[src/rtl/marc_ctrl_pkg.sv]
// ------------------------------------------------------------------
// | marc_ctrl_pkg: state indices, one-hot state type, opcode codes |
// | Rev 1.0                                                        |
// ------------------------------------------------------------------
`default_nettype none

package marc_ctrl_pkg;

  localparam int NSTATES = 14;

  localparam int S_FETCH     = 0;
  localparam int S_DECODE    = 1;
  localparam int S_OPF_ALU   = 2;
  localparam int S_EXE_ALU   = 3;
  localparam int S_OPF_MEM   = 4;
  localparam int S_EXE_MEM   = 5;
  localparam int S_OPF_JMP   = 6;
  localparam int S_EXE_JMP   = 7;
  localparam int S_OPF_SET   = 8;
  localparam int S_EXE_SET   = 9;
  localparam int S_LINK      = 10;
  localparam int S_LINK_CALL = 11;
  localparam int S_UPD_PC    = 12;
  localparam int S_ERR       = 13;

  localparam logic [3:0] OPC_MUL   = 4'b1000;
  localparam logic [3:0] OPC_JMP   = 4'b1001;
  localparam logic [2:0] OPC_MEM_M = 3'b011;
  localparam logic [2:0] OPC_SET_M = 3'b101;

  typedef enum logic [NSTATES-1:0] {
    ST_FETCH     = NSTATES'(1) << S_FETCH,
    ST_DECODE    = NSTATES'(1) << S_DECODE,
    ST_OPF_ALU   = NSTATES'(1) << S_OPF_ALU,
    ST_EXE_ALU   = NSTATES'(1) << S_EXE_ALU,
    ST_OPF_MEM   = NSTATES'(1) << S_OPF_MEM,
    ST_EXE_MEM   = NSTATES'(1) << S_EXE_MEM,
    ST_OPF_JMP   = NSTATES'(1) << S_OPF_JMP,
    ST_EXE_JMP   = NSTATES'(1) << S_EXE_JMP,
    ST_OPF_SET   = NSTATES'(1) << S_OPF_SET,
    ST_EXE_SET   = NSTATES'(1) << S_EXE_SET,
    ST_LINK      = NSTATES'(1) << S_LINK,
    ST_LINK_CALL = NSTATES'(1) << S_LINK_CALL,
    ST_UPD_PC    = NSTATES'(1) << S_UPD_PC,
    ST_ERR       = NSTATES'(1) << S_ERR
  } state_t;

  // Call format wins over the function code; every code maps somewhere.
  function automatic state_t decode_next(input logic opc1, input logic [3:0] opc2);
    state_t nxt;
    if (opc1)                       nxt = ST_LINK;
    else if (opc2[3:1] == OPC_MEM_M) nxt = ST_OPF_MEM;
    else if (opc2 == OPC_JMP)        nxt = ST_OPF_JMP;
    else if (opc2[3:1] == OPC_SET_M) nxt = ST_OPF_SET;
    else                             nxt = ST_OPF_ALU;
    return nxt;
  endfunction

endpackage

`default_nettype wire

[src/rtl/ctrl_wait_counter.sv]
// ------------------------------------------------------------------
// | ctrl_wait_counter: clearable wait counter with terminal compare |
// | Rev 1.0                                                         |
// ------------------------------------------------------------------
`default_nettype none

module ctrl_wait_counter #(
  parameter int CNT_W = 4
) (
  input  logic             clk,
  input  logic             rst_n,
  input  logic             clr,
  input  logic             en,
  input  logic             hold,
  input  logic [CNT_W-1:0] term,
  output logic             at_term
);

  logic [CNT_W-1:0] r_cnt;

  // hold has priority so a stalled wait keeps its elapsed count
  always_ff @(posedge clk or negedge rst_n) begin
    if (!rst_n) begin
      r_cnt <= '0;
    end else if (!hold) begin
      if (clr)     r_cnt <= '0;
      else if (en) r_cnt <= r_cnt + 1'b1;
    end
  end

  assign at_term = (r_cnt == term);

endmodule

`default_nettype wire

[src/rtl/control_sequencer.sv]
// ------------------------------------------------------------------
// | control_sequencer: one-hot mARC main sequencer with mem wait,   |
// | stall, multi-cycle multiply and sticky bus-error state          |
// | Rev 1.0                                                         |
// ------------------------------------------------------------------
`default_nettype none

module control_sequencer
  import marc_ctrl_pkg::*;
#(
  parameter int MEM_TIMEOUT = 15,
  parameter int MUL_LAT     = 4,
  parameter int CNT_W       = 4
) (
  input  logic               clk,
  input  logic               rst_n,
  input  logic               opc1,
  input  logic [3:0]         opc2,
  input  logic               stall,
  input  logic               mem_ready,
  output logic [NSTATES-1:0] state,
  output logic               err,
  output logic               retire
);

  localparam logic [CNT_W-1:0] c_tmo_term = (MEM_TIMEOUT == 0) ? '0 : CNT_W'(MEM_TIMEOUT - 1);
  localparam logic [CNT_W-1:0] c_mul_term = CNT_W'(MUL_LAT - 1);

  state_t           r_state;
  logic             r_opc1;
  logic [3:0]       r_opc2;
  logic             r_err;

  logic             w_tmo_en;
  logic             w_mem_wait;
  logic             w_mul;
  logic             w_at_term;
  logic             w_tmo;
  logic             w_wait;
  logic [CNT_W-1:0] w_term;

  if (MEM_TIMEOUT == 0) begin : g_tmo_off
    assign w_tmo_en = 1'b0;
  end else begin : g_tmo_on
    assign w_tmo_en = 1'b1;
  end

  assign w_mem_wait = (r_state == ST_FETCH) || (r_state == ST_EXE_MEM);
  assign w_mul      = (r_state == ST_EXE_ALU) && !r_opc1 && (r_opc2 == OPC_MUL);
  assign w_term     = w_mul ? c_mul_term : c_tmo_term;
  assign w_tmo      = w_tmo_en && w_mem_wait && w_at_term;

  // Counter advances only while the FSM stays put; any exit clears it.
  assign w_wait = (w_mem_wait && !mem_ready && !w_tmo) || (w_mul && !w_at_term);

  ctrl_wait_counter #(
    .CNT_W (CNT_W)
  ) u_wait_counter (
    .clk     (clk),
    .rst_n   (rst_n),
    .clr     (!w_wait),
    .en      (w_wait),
    .hold    (stall),
    .term    (w_term),
    .at_term (w_at_term)
  );

  always_ff @(posedge clk or negedge rst_n) begin
    if (!rst_n) begin
      r_state <= ST_FETCH;
      r_opc1  <= 1'b0;
      r_opc2  <= 4'b0000;
      r_err   <= 1'b0;
    end else if (!stall) begin
      case (r_state)
        ST_FETCH: begin
          if (mem_ready) begin
            r_state <= ST_DECODE;
          end else if (w_tmo) begin
            r_state <= ST_ERR;
            r_err   <= 1'b1;
          end
        end
        ST_DECODE: begin
          r_opc1  <= opc1;
          r_opc2  <= opc2;
          r_state <= decode_next(opc1, opc2);
        end
        ST_OPF_ALU:   r_state <= ST_EXE_ALU;
        ST_EXE_ALU: begin
          if (!w_mul || w_at_term) r_state <= ST_UPD_PC;
        end
        ST_OPF_MEM:   r_state <= ST_EXE_MEM;
        ST_EXE_MEM: begin
          if (mem_ready) begin
            r_state <= ST_UPD_PC;
          end else if (w_tmo) begin
            r_state <= ST_ERR;
            r_err   <= 1'b1;
          end
        end
        ST_OPF_JMP:   r_state <= ST_EXE_JMP;
        ST_EXE_JMP:   r_state <= ST_UPD_PC;
        ST_OPF_SET:   r_state <= ST_EXE_SET;
        ST_EXE_SET:   r_state <= ST_UPD_PC;
        ST_LINK:      r_state <= ST_LINK_CALL;
        ST_LINK_CALL: r_state <= ST_UPD_PC;
        ST_UPD_PC:    r_state <= ST_FETCH;
        ST_ERR:       r_state <= ST_ERR;
        default:      r_state <= ST_FETCH;
      endcase
    end
  end

  assign state  = r_state;
  assign err    = r_err;
  assign retire = state[S_UPD_PC] & ~stall;

endmodule

`default_nettype wire

[config.mk]
export PLATFORM = sky130hd
export DESIGN_NAME = control_sequencer
export DESIGN_NICKNAME = d
export VERILOG_FILES = /design/src/rtl/marc_ctrl_pkg.sv /design/src/rtl/ctrl_wait_counter.sv /design/src/rtl/control_sequencer.sv
export SDC_FILE = /design/constraint.sdc
export NUM_CORES = 1
export LEC_CHECK = 0
export CORE_MARGIN = 3
export CORE_UTILIZATION = 30
export DETAILED_ROUTE_END_ITERATION = 10
export PLACE_DENSITY = 0.47
export RECOVER_POWER = 25
export SLEW_MARGIN = 25
export SYNTH_ARGS = -nofsm -noshare
export SYNTH_HDL_FRONTEND = slang
export SYNTH_HIERARCHICAL = 1
export SYNTH_SLANG_ARGS = --single-unit
[constraint.sdc]
create_clock -name clk -period 3.4 [get_ports clk]
set_input_delay 0.51 -clock clk [delete_from_list [all_inputs] [get_ports clk]]
set_output_delay 0.51 -clock clk [all_outputs]
set_load 0.02 [all_outputs]
==> summary.md, run 1 <==
| Metric | Value |
|---|---|
| Status | `finished, final reports clean` |
| Power Internal | `0.525 mW` |
| First-pass GRT wire length | `about 6.6 mm` |
| Met3 Track Usage GR | `0.0232` |
| Syn nets | `164` |
| Sw Share | `0.319` |
| Hold_buf cts | `0` |
| Grt total ovfl | `0` |
| Inst Count DP | `243` |
| Core area | `around 0.0048 mm²` |
| TritonCTS Buffers | `3` |
| Syn_area_per_cell | `9.92 µm²` |
| Synthesis-to-finish area growth | `22.4%` |
| Maximum clock rate | `328 MHz` |
| Fraction of layout cells with a size suffix above 1 | `0.122` |
| Post-synthesis mux area share | `0.0688` |
| Relative slew slack | `0.129` |
| Cell Rows | `25` |
| H-tree depth | `1` |
| Final period util | `0.897` |
| Synth Area in Adders | `0.00819` |
| Slew of the pin with the lowest slew margin | `1.31 ns` |
| Synth Instances | `154` |
| XOR/XNOR Fraction of Synth Area | `0.0401` |
| Non-Filler Instances | `247` |
| I/O pin count | `25` |
| Switching pwr | `0.246 mW` |
| Post-Route WL | `3.80 mm` |
| Sequential share of power | `0.476` |
| Simple-Gate Fraction of Synth Area | `0.248` |
| Via count | `1289` |
| Leak | `0.810 nW` |
| CTS Sinks | `24` |
| Unrepaired setup endpoints after global routing | `no` |
| Root Buffer | `clkbuf_8` |
| Clk pin slew, worst setup/hold paths | `0.09 ns` |
| Warning count from the yosys run | `6` |
| GR Layer Usage met1 | `0.180` |
| Largest net degree at the start of global routing | `25` |
| Clk buf depth | `2` |
| Compound-Gate Fraction of Synth Area | `0.174` |
| Crit. End Element | `flip-flop` |
| DR DRC count | `0` |
| Comb pwr share | `0.294` |
| Critical Path AT | `3.21 ns` |
| CTS tree | `built` |
| Main combinational cell family by area after synthesis | `simple AND/OR/NAND/NOR gates` |
| Slowest CP cell | `dfrtp_1` |
| Netlist cell types | `between 40 and 50` |
| Period minus WS final | `~3.1 ns` |
| Critical path startpoint category | `flip-flop` |
| Fin nets | `191` |
| Mapped cell area | `0.00153 mm²` |
| Area leader, netlist | `dfrtp_1` |
| Die area | `0.00598 mm²` |
| Clk pwr share | `0.230` |
| Seq/Total Area, Yosys | `0.394` |
| Worst VDD drop | `212 µV` |
| Max-cap violations | `0` |
| CP max FO | `9` |
| Worst path max stage delay | `0.50 ns` |
| Final setup fails | `0` |
| WS Path Type | `reg -> reg` |
| Setup bufs post-CTS | `0` |
| # diodes | `0` |
| Global-route layer with the greatest usage | `met2` |
| Routed vias/inst | `5.22` |
| Clk_lat worst skew | `approximately 0.27 ns` |
| Chip Height | `roughly 77 µm` |
| WL per Instance | `15.4 µm` |
| Final slew viol count | `0` |
| Share of the synthesized area in the top cell type | `0.377` |
| Power, Total | `0.772 mW` |
| Final GP Congestion | `0.810` |
| Filler Cell Count | `516` |
| Most frequent cells in the layout | `dfrtp_1, clkdlybuf4s50_1, nand2_1` |
| Critical Path RT | `3.56 ns` |
| Number of routed nets with antenna violations | `0` |
| PwrDens | `413 mW/mm²` |
| Starting density of the core | `0.317` |
| M2 GR Usage | `0.226` |
| Initial antenna violation count | `0` |
| DRT iter0 DRCs | `161` |
| Top cells by area, synth | `dfrtp_1, mux2_4, xor2_1` |
| Setup tns final | `0 ns` |
| Post-CTS sizing | `0` |
| Clock skew | `approximately 0.0060 ns` |
| Placed wire-length estimate | `2.84 mm` |
| Die Width | `77.4 µm` |
| Port bufs | `24` |
| Flop and latch count out of synthesis | `24` |
| First-pass DRT Iterations | `4` |
| GRT Overall Usage | `0.137` |
| Hold Crit Class | `reg -> reg` |
| Vias in the first global route | `1291` |
| Hold Vio Cnt, Final | `0` |
| CP cell instances | `nor4b_1 > nand3_1 > or2_1 > inv_1 > xor2_1 > nor4_2 > buf_4 > o31ai_4 > nor4_1 > a32o_1` |
## area by class of cell
type	count	area [µm²]	area share
clock buffer	4	45.0	0.0241
inverter	8	30.0	0.0161
multi-input combinational	114	828	0.443
sequential	24	602	0.322
tap	67	83.8	0.0448
timing repair buffer	30	282	0.151
## metal layers
layer	part of all wire	vias to the layer above
li1	-	623
met1	0.47	627
met2	0.47	35
met3	0.050	4
met4	0.011	0
met5	0	-
## cell usage after synthesis, drive strengths merged
master   instances
o31ai            2
mux2i            3
a21o             1
a32o             5
or4              2
or2              3
nand2           12
nor4             9
nor3b            1
a21oi            4
conb             1
dfrtp           23
or3              2
nand4b           1
xnor2            1
nor4b            4
a22o             4
o21bai           1
o21a             2
o32a             1
o21ai            9
nor3             5
and3b            1
xor2             6
or4b             1
o32ai            1
o2bb2ai          1
buf              8
a31oi            3
mux2             5
ha               1
a22oi            1
nand3            5
dfstp            1
inv              8
nand4            1
nor2            11
nor2b            4
## cell families (layout without fill, tap and decap cells)
family | after synthesis | count (layout)
xor+xnor | 7 | 7
buf+inv | 16 | 42
other cells | 1 | 1
compound gates | 35 | 35
mux | 8 | 8
flops | 24 | 24
fa+ha+maj | 1 | 1
simple gates | 62 | 62
## power groups by stage
stage	registers (mW)	logic (mW)	clock network (mW)
2_1_floorplan	0.375	0.149	0
3_3_place_gp	0.372	0.228	0
3_5_place_dp	0.374	0.226	0
4_1_cts	0.368	0.229	0.188
5_1_grt	0.376	0.249	0.199
6_report	0.367	0.227	0.178
## sequential cells by signal, summed over array words and instances, names as in the netlist
name	cells
u_wait_counter/r_cnt	4
err	1
r_opc2	4
r_opc1	1
state	14
## critical path, delay by kind of cell (launching register included)
family	cells	cell delay, ns
and+or+nand+nor	5	1.28
AOI/OAI and AO/OA	2	0.75
DFF	1	0.50
buffers and inverters	2	0.25
xor gates and xnor gates	1	0.17
## metrics by stage
step	util	hold WS, ns	area (µm²)	setup slack, ns
2_1_floorplan	-	0.214	1530	0.555
6_report	0.388	0.484	1870	0.350
4_1_cts	0.389	0.493	1870	0.362
3_3_place_gp	0.380	0.472	1830	0.355
5_1_grt	0.388	0.502	1870	0.0717
3_5_place_dp	0.380	0.470	1830	0.373
## final timing paths
check,startpoint,endpoint,slack [ns],cells after the start
min in group asynchronous,rst_n,state[7],1.05,2
setup reg to reg,state[2],state[9],0.35,10
max in group asynchronous,rst_n,state[1],1.58,2
hold reg to reg,err,err,0.48,1
hold / removal,err,err,0.48,1
setup / recovery,state[2],state[9],0.35,10
No activity file was read; power rests on OpenSTA's default activity.
==> run 2: changes to the inputs <==
- CTS_CLUSTER_SIZE: unset -> 28
==> results of run 2 <==
Same layout as run 1: the final DEF is identical, and so are final timing and power.
==> run 3: changes to the inputs <==
- CORE_ASPECT_RATIO: unset -> 0.6
- CORE_MARGIN: 3 -> 2
==> run 3 against run 2 <==
  * Clock power is 41% higher
  * Design area is 0.94% higher
  * Highest routed layer unchanged
  * Register-to-register slack worse by 0.03 ns
  * Global-route usage is 0.90 points higher
  * Combinational power hardly changed
  * Die area is 4.8% lower
==> summary.md, run 3 (synthesis results as in run 1) <==
| Metric | Value |
|---|---|
| Status | `finished, final reports clean (unchanged)` |
| Fraction of layout cells with a size suffix above 1 | `0.123 (was 0.122)` |
| Design area | `0.00189 mm² (was 0.00187 mm²)` |
| Filler Cell Count | `485 (was 516)` |
| Root Buffer | `clkbuf_8 (unchanged)` |
| Power Internal | `0.599 mW (was 0.525 mW)` |
| Clock skew | `0.00545 ns (was 0.00603 ns)` |
| Clk_lat worst skew | `0.27 ns (about the same)` |
| Slowest CP cell | `dfrtp_1 (unchanged)` |
| Finished Core Util | `0.379 (was 0.388)` |
| Power, Total | `0.846 mW (was 0.772 mW)` |
| Max reg flops | `14 (unchanged)` |
| Placed wire-length estimate | `2.95 mm (was 2.84 mm)` |
| Chip Height | `59.3 µm (was 77.4 µm)` |
| TritonCTS Buffers | `3 (unchanged)` |
| Setup tns final | `0 ns (unchanged)` |
| Post-CTS sizing | `0 (unchanged)` |
| Initial antenna violation count | `0 (unchanged)` |
| Max-cap violations | `0 (unchanged)` |
| Cell Rows | `20 (was 25)` |
| WL per Instance | `15.4 µm (about the same)` |
| Non-Filler Instances | `245 (was 247)` |
| WS Path Type | `reg -> reg (unchanged)` |
| Hold Crit Class | `reg -> reg (unchanged)` |
| Leak | `0.818 nW (was 0.810 nW)` |
| Vias in the first global route | `1216 (was 1291)` |
| Post-Route WL | `3.77 mm (was 3.80 mm)` |
| Switching pwr | `0.247 mW (was 0.246 mW)` |
| First-pass GRT wire length | `6.24 mm (was 6.56 mm)` |
| Via count | `1282 (was 1289)` |
| Comb pwr share | `0.266 (was 0.294)` |
| CP max FO | `9 (unchanged)` |
| Final slew viol count | `0 (unchanged)` |
| Setup bufs post-CTS | `0 (unchanged)` |
| Most frequent cells in the layout | `dfrtp_1, clkdlybuf4s50_1, nand2_1 (unchanged)` |
| Unrepaired setup endpoints after global routing | `no (unchanged)` |
| Grt total ovfl | `0 (unchanged)` |
| Maximum clock rate | `325 MHz (was 328 MHz)` |
| PwrDens | `448 mW/mm² (was 413 mW/mm²)` |
| Die Width | `96.1 µm (was 77.4 µm)` |
| Fin nets | `190 (was 191)` |
| Sequential share of power | `0.437 (was 0.476)` |
| Critical path startpoint category | `flip-flop (unchanged)` |
| Final period util | `0.905 (was 0.897)` |
| Die area | `0.00570 mm² (was 0.00598 mm²)` |
| Hold_buf cts | `0 (unchanged)` |
| Clk buf depth | `2 (unchanged)` |
| Port bufs | `24 (unchanged)` |
| H-tree depth | `1 (unchanged)` |
| Critical Path AT | `3.24 ns (was 3.21 ns)` |
| Core area | `0.00498 mm² (was 0.00482 mm²)` |
| Slew of the pin with the lowest slew margin | `0.787 ns (was 1.31 ns)` |
| Sw Share | `0.292 (was 0.319)` |
| Post-DP Area | `0.00182 mm² (was 0.00183 mm²)` |
| Final setup fails | `0 (unchanged)` |
| Period minus WS final | `3.08 ns (was 3.05 ns)` |
| DR DRC count | `0 (unchanged)` |
| Largest net degree at the start of global routing | `15 (was 25)` |
| CTS tree | `built (unchanged)` |
| Starting density of the core | `0.307 (was 0.317)` |
| GRT Overall Usage | `0.146 (was 0.137)` |
| DRT iter0 DRCs | `83 (was 161)` |
| Crit. End Element | `flip-flop (unchanged)` |
| Worst path max stage delay | `0.51 ns (was 0.50 ns)` |
| Clk pin slew, worst setup/hold paths | `0.09 ns (about the same)` |
| Inst Count DP | `241 (was 243)` |
| Number of routed nets with antenna violations | `0 (unchanged)` |
| Hold Vio Cnt, Final | `0 (unchanged)` |
| I/O pin count | `25 (unchanged)` |
| Routed vias/inst | `5.23 (was 5.22)` |
| Relative slew slack | `0.476 (was 0.129)` |
| Final GP Congestion | `0.868 (was 0.810)` |
| # diodes | `0 (unchanged)` |
| First-pass DRT Iterations | `4 (unchanged)` |
| Critical Path RT | `3.56 ns (about the same)` |
| Synthesis-to-finish area growth | `23.6% (was 22.4%)` |
| Clk pwr share | `0.297 (was 0.230)` |
| CP cell instances | `nor4b_1 > nand3_1 > or2_1 > inv_1 > xor2_1 > nor4_2 > buf_4 > o31ai_4 > nor2b_1 > a32o_1 (was nor4b_1 > nand3_1 > or2_1 > inv_1 > xor2_1 > nor4_2 > buf_4 > o31ai_4 > nor4_1 > a32o_1)` |
| Worst VDD drop | `143 µV (was 212 µV)` |
| CTS Sinks | `24 (unchanged)` |
-- run 3: cell types whose count changed in the layout (fill, tap and decap cells not counted) --
cell / before / now
buf_4: 5 / 4
bufinv_16: 0 / 1
clkbuf_1: 2 / 1
-- run 3: final cells by class --
class	instances	area (µm²)	share of cell area
Inverter	8	30.0	0.0159
Multi-Input combinational cell	114	828	0.439
Sequential cell	24	602	0.319
Tap cell	66	82.6	0.0437
Clock buffer	3	41.3	0.0219
Timing Repair Buffer	29	274	0.145
Clock inverter	1	30.0	0.0159
-- run 3: critical path: cells and delay by family (launching register included) --
family                    cells  cell delay [ns]
and+or+nand+nor               5             1.29
AOI/OAI and AO/OA             2             0.73
DFF                           1             0.51
buffers and inverters         2             0.26
xor gates and xnor gates      1             0.17
-- run 3: power by group through the flow --
| stage | sequential (mW) | clock [mW] | combinational [mW] |
|---|---|---|---|
| floorplan | 0.375 | 0 | 0.149 |
| global placement | 0.373 | 0 | 0.225 |
| detailed placement | 0.376 | 0 | 0.226 |
| CTS | 0.369 | 0.260 | 0.227 |
| global route | 0.378 | 0.272 | 0.250 |
| finish | 0.369 | 0.251 | 0.225 |
-- run 3: per-stage QoR --
step	hold slack (ns)	worst slack, ns
floorplan	0.214	0.555
global placement	0.464	0.455
detailed placement	0.474	0.345
CTS	0.498	0.320
global route	0.518	0.108
finish	0.488	0.324
-- run 3: per-layer routing --
layer | vias to the layer above | track usage | wire length (µm)
met3 | 2 | 0.0560 | 271
met5 | - | 0 | 0
met1 | 621 | 0.211 | 1960
li1 | 618 | - | -
met2 | 41 | 0.207 | 1520
met4 | 0 | 0.0286 | 14
-- run 3: worst paths after layout --
path / startpoint / endpoint / slack [ns] / depth (start not counted)
min in group asynchronous: rst_n / state[3] / 0.65 / 1
worst max-delay path: state[2] / state[8] / 0.32 / 10
worst max register to register: state[2] / state[8] / 0.32 / 10
worst min-delay path: err / err / 0.49 / 1
worst min register to register: err / err / 0.49 / 1
max in group asynchronous: rst_n / u_wait_counter/r_cnt[3] / 1.67 / 2
